File: src/rtl/if_fetch_ctrl.sv
// IF-stage fetch sequencer: drives NPC/PCWrite for a word-addressed PC
// register, issues instruction-memory requests at the current PC, waits on a
// variable-latency memory, applies redirects and stalls, and retries a fetch
// that times out.
module if_fetch_ctrl #(
  parameter logic [29:0] START_ADDR = 30'h0000BFF,
  parameter logic [29:0] EXC_VECTOR = 30'h0000C00,
  parameter int unsigned TIMEOUT    = 16
) (
  input  logic        clk,
  input  logic        reset,
  input  logic [29:0] pc,
  input  logic        stall,
  input  logic        exc,
  input  logic        br_taken,
  input  logic [29:0] br_target,
  input  logic        jmp,
  input  logic [29:0] jmp_target,
  input  logic        imem_ready,
  output logic        imem_req,
  output logic [29:0] imem_addr,
  output logic [29:0] npc,
  output logic        pc_write,
  output logic        if_valid,
  output logic        if_flush,
  output logic        timeout_err
);

  localparam logic [7:0] TMO = 8'(TIMEOUT);

  typedef enum logic [1:0] {S_BOOT, S_FETCH, S_WAIT} state_e;

  state_e      state_q, state_d;
  logic [7:0]  cnt_q, cnt_d;
  logic        pend_q, pend_d;
  logic [29:0] pend_tgt_q, pend_tgt_d;
  logic [1:0]  pend_prio_q, pend_prio_d;

  logic        redir;
  logic [29:0] redir_tgt;
  logic [1:0]  redir_prio;
  logic        active, complete, tmo, apply, latch;
  logic [29:0] apply_tgt;

  // Redirect selection: exception beats branch beats jump; rank kept so a
  // pending redirect is only replaced by one of equal or higher rank.
  always_comb begin
    redir      = exc | br_taken | jmp;
    redir_tgt  = '0;
    redir_prio = 2'd0;
    if (exc) begin
      redir_tgt  = EXC_VECTOR;
      redir_prio = 2'd3;
    end else if (br_taken) begin
      redir_tgt  = br_target;
      redir_prio = 2'd2;
    end else if (jmp) begin
      redir_tgt  = jmp_target;
      redir_prio = 2'd1;
    end
  end

  // Cycle classification and all combinational outputs.
  always_comb begin
    active    = !reset && (state_q != S_BOOT);
    complete  = active && imem_ready;
    tmo       = !reset && (state_q == S_WAIT) && !imem_ready && (cnt_q == TMO);
    // A live redirect always wins over one remembered from earlier.
    apply     = (complete || tmo) && (redir || pend_q);
    apply_tgt = redir ? redir_tgt : pend_tgt_q;
    // Redirects arriving while a request is still outstanding are remembered
    // so the address presented to memory never moves mid-request.
    latch     = active && !imem_ready && !tmo && redir &&
                (!pend_q || (redir_prio >= pend_prio_q));

    imem_req    = active;
    imem_addr   = pc;
    if_flush    = apply;
    timeout_err = tmo;
    if_valid    = complete && !redir && !pend_q && !stall;
    pc_write    = apply || if_valid;
    if (!active)   npc = START_ADDR;
    else if (apply) npc = apply_tgt;
    else            npc = pc + 30'd1;
  end

  // Next-state logic for the fetch FSM, wait counter and pending redirect.
  always_comb begin
    state_d     = state_q;
    cnt_d       = cnt_q;
    pend_d      = pend_q;
    pend_tgt_d  = pend_tgt_q;
    pend_prio_d = pend_prio_q;
    if (latch) begin
      pend_d      = 1'b1;
      pend_tgt_d  = redir_tgt;
      pend_prio_d = redir_prio;
    end
    unique case (state_q)
      S_BOOT: state_d = S_FETCH;
      S_FETCH: begin
        if (!imem_ready) begin
          state_d = S_WAIT;
          cnt_d   = 8'd1;
        end
      end
      S_WAIT: begin
        if (imem_ready || tmo) begin
          state_d = S_FETCH;
          cnt_d   = 8'd0;
        end else begin
          cnt_d = cnt_q + 8'd1;
        end
      end
      default: state_d = S_BOOT;
    endcase
    if (complete || tmo) begin
      pend_d      = 1'b0;
      pend_prio_d = 2'd0;
    end
  end

  // State registers with synchronous reset back to BOOT.
  always_ff @(posedge clk) begin
    if (reset) begin
      state_q     <= S_BOOT;
      cnt_q       <= 8'd0;
      pend_q      <= 1'b0;
      pend_tgt_q  <= '0;
      pend_prio_q <= 2'd0;
    end else begin
      state_q     <= state_d;
      cnt_q       <= cnt_d;
      pend_q      <= pend_d;
      pend_tgt_q  <= pend_tgt_d;
      pend_prio_q <= pend_prio_d;
    end
  end

endmodule
File: config.mk
export PLATFORM = sky130hd
export DESIGN_NAME = if_fetch_ctrl
export DESIGN_NICKNAME = d
export VERILOG_FILES = /design/src/rtl/if_fetch_ctrl.sv
export SDC_FILE = /design/constraint.sdc
export NUM_CORES = 1
export LEC_CHECK = 0
export ABC_AREA = 1
export BUFFER_PORTS_ARGS = -buffer_cell sky130_fd_sc_hd__buf_2
export CAP_MARGIN = 20
export CORE_MARGIN = 5
export CORE_UTILIZATION = 45
export DETAILED_ROUTE_END_ITERATION = 8
export PLACE_DENSITY = 0.82
export SLEW_MARGIN = 40
export SYNTH_ARGS = -nofsm -noshare
export SYNTH_HDL_FRONTEND = slang
export SYNTH_SLANG_ARGS = --single-unit
File: constraint.sdc
create_clock -name clk -period 3.1 [get_ports clk]
set_clock_uncertainty 0.15 [all_clocks]
set_input_delay 0.31 -clock clk [delete_from_list [all_inputs] [get_ports clk]]
set_output_delay 0.31 -clock clk [all_outputs]
set_load 0.01 [all_outputs]
# Word level (Yosys, flattened, before mapping)
# Cells that the tools add are included.
# totals
reg_bits	43
latchBits	0
mem_bits_rw	0
mem_bits_ro	0
input_bits	97
n_memories	0
# op_classes
add_sub_neg	2
multipliers	0
div_mod_pow	0
n_lt_le_gt_ge	1
n_eq_ne	5
n_shift	0
n_mux	15
bitwise	2
reduce_logical	30
# op_table
op	n
2-to-1 mux 30 bit	6
adder 30 x 1 -> 30 bit, second input constant	1
2-to-1 mux 8 bit	2
one-hot mux 8 bit (2 select lines)	1
logical AND 1 bit	13
adder 8 x 1 -> 8 bit, second input constant	1
equality test 8 x 5 -> 1 bit, second input constant	1
2-to-1 mux 2 bit	4
logical NOT 1 bit	6
one-hot mux 2 bit (3 select lines)	1
logical OR 1 bit	5
AND reduction 2 bit	2
nonzero test 2 bit	2
equality test 2 x 1 -> 1 bit, second input constant	1
equality test 2 bit, second input constant	1
greater-or-equal comparator 2 bit	1
logical NOT 2 bit	1
inequality test 2 x 1 -> 1 bit, second input constant	1
inequality test 2 bit, second input constant	1
bitwise OR 1 bit	2
OR reduction 2 bit	1
2-to-1 mux 1 bit	1

# Logic depth before layout (Yosys ltp)
# depth
ltp_word	8
depth_mapped	15
ltp_nobuf	12

# Worst setup path before layout
# No wires, ideal clock.
# synth_path
path_type	input-to-reg
startpoint	input jmp
endpoint	register pend_tgt_q[22]
setup_time_ns	0.114
arrival_time_ns	1.852
slack_ns	0.984
stages	13
path_cell_list	buf_2 nand2_1 inv_1 buf_2 nor2_1 ha_1 o21ai_0 nand2_1 nand4_1 buf_4 buf_2 o21bai_1 nor2_1
# synth_between
elab_chain_cells	6
word_cells_on_any_way	11
# synth_lines
item	line_no	text
start: declaration	17	input logic jmp,
2-to-1 mux 1 bit	57	end else if (jmp) begin
2-to-1 mux 2 bit	54	end else if (br_taken) begin
2-to-1 mux 2 bit	51	if (exc) begin
greater-or-equal comparator 2 bit	74	(!pend_q || (redir_prio >= pend_prio_q));
logical OR 1 bit	74	
logical AND 1 bit	73	latch = active && !imem_ready && !tmo && redir &&
end signal: assignment	135	pend_tgt_q <= pend_tgt_d;
end: declaration	36	logic [29:0] pend_tgt_q, pend_tgt_d;
# Several ways; a longest one is shown, not always the timed one.
# A chain may end at the register's enable or synchronous reset.

# Worst setup path after layout
# layout_path
startpoint	register cnt_q[0]
endpoint	output npc[29]
# layout_between
elab_chain_cells	6
# layout_lines
item	line_no	text
start: declaration	34	logic [7:0] cnt_q, cnt_d;
start signal: assignment	133	cnt_q <= cnt_d;
equality test 8 x 5 -> 1 bit	67	tmo = !reset && (state_q == S_WAIT) && !imem_ready && (cnt_q == TMO);
logical AND 1 bit	67	
logical OR 1 bit	69	apply = (complete || tmo) && (redir || pend_q);
logical AND 1 bit	69	
2-to-1 mux 30 bit	83	else if (apply) npc = apply_tgt;
2-to-1 mux 30 bit	82	if (!active) npc = START_ADDR;
end: declaration	22	output logic [29:0] npc,
# No other way between the ends.

==> out/metrics.cfg <==
[global_route]
use_met3_pct=2.87
antenna_found_initial=0
grt_pass1_wl_um=20300
grt.busiest_layer=met2
grt_overflow=0
met1_usage_pct=28.9
grt_use_met2_pct=35.7
grt_start_max_net_pins=37
grt_pass1_vias=4460
grt_usage_pct=21.3

[pwr]
total_power_w=0.00159
peakVddDrop_uv=189
p_leak_nw=2.99
power_per_cell_area_nw_per_um2=311

[placed_design]
io_buffers=161
hpwl_um=10500
place_inst=1069
finalWeightedCongestion=0.966

[floorplan]
num_rows=35
core-area_sq_um=9280
io_pins=162
dieHeight_um=108
die-area_sq_um=11700
start_util_pct=46.5
dieWidth_um=108

[timing]
setup_tns_ps=0
finalHoldViolCount=0
layout_min_cycle_time_ps=2680
setup_viol=0
rsz0062_at_grt=no
slew_violations=0
fmax_mhz=373
max-slew-margin-rel_pct=68.9
tightest_slew_ps=466
finalCritPeriodShare_pct=86.6

[yosys]
synthTopCellsByCount=274 x nand2_1, 159 x nor2_1, 118 x inv_1, 52 x nand3_1, 43 x dfxtp_1
syn_area_per_cell_sq_um=5.20
ys_ff_latch=43
yosysWarningCount=0
syn-cell-area_sq_um=4320
yosysTopAreaCell=nand2_1
ys.flop_type=dfxtp_1
synth_edf_count=0
ys_seq_area_share_pct=19.9
yosysMostFrequentCell=nand2_1
synthTopCellsByArea=nand2_1 24%, dfxtp_1 20%, nor2_1 14%, inv_1 10%, nand3_1 6.0%
syn_inst=830
synthArstFlopShare_pct=0
synth_top_area_share_pct=23.8
syn-num-nets=932
synth.distinct_cells=30

[worst_setup_path]
path_class=reg2out
critPathLaunchType=register
cp-end-kind=output pin
crit_path_start=cnt_q[0]
critPathMaxFanout=36
r2r-start=cnt_q[0]
cp_data_required_time_ps=2640
worstPathArrival_ps=2220

[finish]
final_layout_size_suffix_gt1_share_pct=21.0
final_util_pct=55.1
fin_cells=1077
n_antenna_cell=0
syn_to_final_growth_pct=18.3
fin_nets=1049

[clock_network]
cts.htree.levels=2
cts_resized=0
hold_buffers=0
clockBufferDepth=2
path_clk_slew_ps=90
numCtsBuffers=5
clockRootBuffer=clkbuf_8
post_cts_buffers=0
clock-sinks=43
tritoncts=built
clock_latency_ps=300

[detailed_routing]
wl_per_cell_um=12.2
via_per_inst=4.78
drt-total-wl_um=13100
first_iter_violations=277
num_vias=5148
dr.pass1.iters=5
drc_errors=0
final_antenna_net_count=0

[job]
drv_cap=0

[worst_hold_path]
hold_path_class=in2reg
hp-start=imem_ready

[outcome]
run_status=finished clean

kinds of logic (layout without fill, tap and decap cells):
family | count (synthesis) | after routing | synth area share, %
AO/OA/AOI/OAI | 79 | 79 | 9.59
XOR/XNOR | 10 | 10 | 2.03
adder cells (fa/ha/maj) | 5 | 5 | 1.45
buffers and inverters | 183 | 301 | 19.6
flip-flops | 43 | 43 | 19.9
multiplexers | 1 | 1 | 0.232
AND/OR/NAND/NOR | 509 | 509 | 47.2
sequential cells by signal, indices dropped and copies added (netlist names):
signal,flops
state_q,2
cnt_q,8
pend_tgt_q,30
pend_q,1
pend_prio_q,2
worst max-delay path: stages, from the launching register on:
cell	delay [ps]
dfxtp_1	380
inv_1	80
ha_1	190
nand2_1	60
nor2_1	40
nand3_1	160
nand2_1	140
nand2_4	90
buf_4	320
o21ai_0	180
nor2_1	140
buf_2	140
stage by stage:
stage,hold slack (ps),worst slack (ps),instance area (sq um)
floorplan,301,984,4320
global placement,316,755,4970
finish,148,416,5110
detailed placement,330,751,4970
global route,151,225,5110
CTS,137,427,5110
layout make-up:
| cell class | instances | area [sq um] |
|---|---|---|
| Clock buffer | 5 | 68.8 |
| Clock inverter | 3 | 67.6 |
| Fill cell | 1039 | 4170 |
| Inverter | 122 | 458 |
| Multi-Input combinational cell | 604 | 2610 |
| Sequential cell | 43 | 861 |
| Tap cell | 129 | 161 |
| Timing Repair Buffer | 171 | 881 |
power breakdown:
group          switching, W  internal (W)  total, W
registers        0.00000938      0.000580  0.000589
clock network      0.000196      0.000321  0.000518
logic              0.000303      0.000180  0.000483
placed cells by master, fill, tap and decap left out:
cell type     n
a21boi_1      1
a21oi_1      21
and2_1        1
buf_2       161
buf_4        10
bufinv_16     2
clkbuf_8      5
clkinvlp_4    1
dfxtp_1      43
ha_1          5
inv_1       118
inv_2         4
mux2i_1       1
nand2_1     274
nand2_2       1
nand2_4       1
nand3_1      52
nand3b_1      1
nand4_1       3
nor2_1      159
nor2_2        1
nor3_1        3
nor3b_1       1
o21ai_0      42
o21ai_1       9
o21ai_2       1
o21bai_1      5
or2_2        12
xnor2_1       3
xor2_1        7
metal layers:
metal	wire length, um	part of all wire, %	vias up
met5	0	0	-
met4	252	1.9	0
met3	1100	8.4	18
met2	5870	45	209
met1	5920	45	2215
li1	-	-	2706
final timing paths:
check,slack [ps],endpoint,cells past startpoint
worst max-delay path,420,npc[29],11
worst min-delay path,150,state_q[0],3
worst max register to register,1280,pend_tgt_q[29],10
worst min register to register,340,pend_q,2
Note: power is estimated with default switching activity, not from simulation.
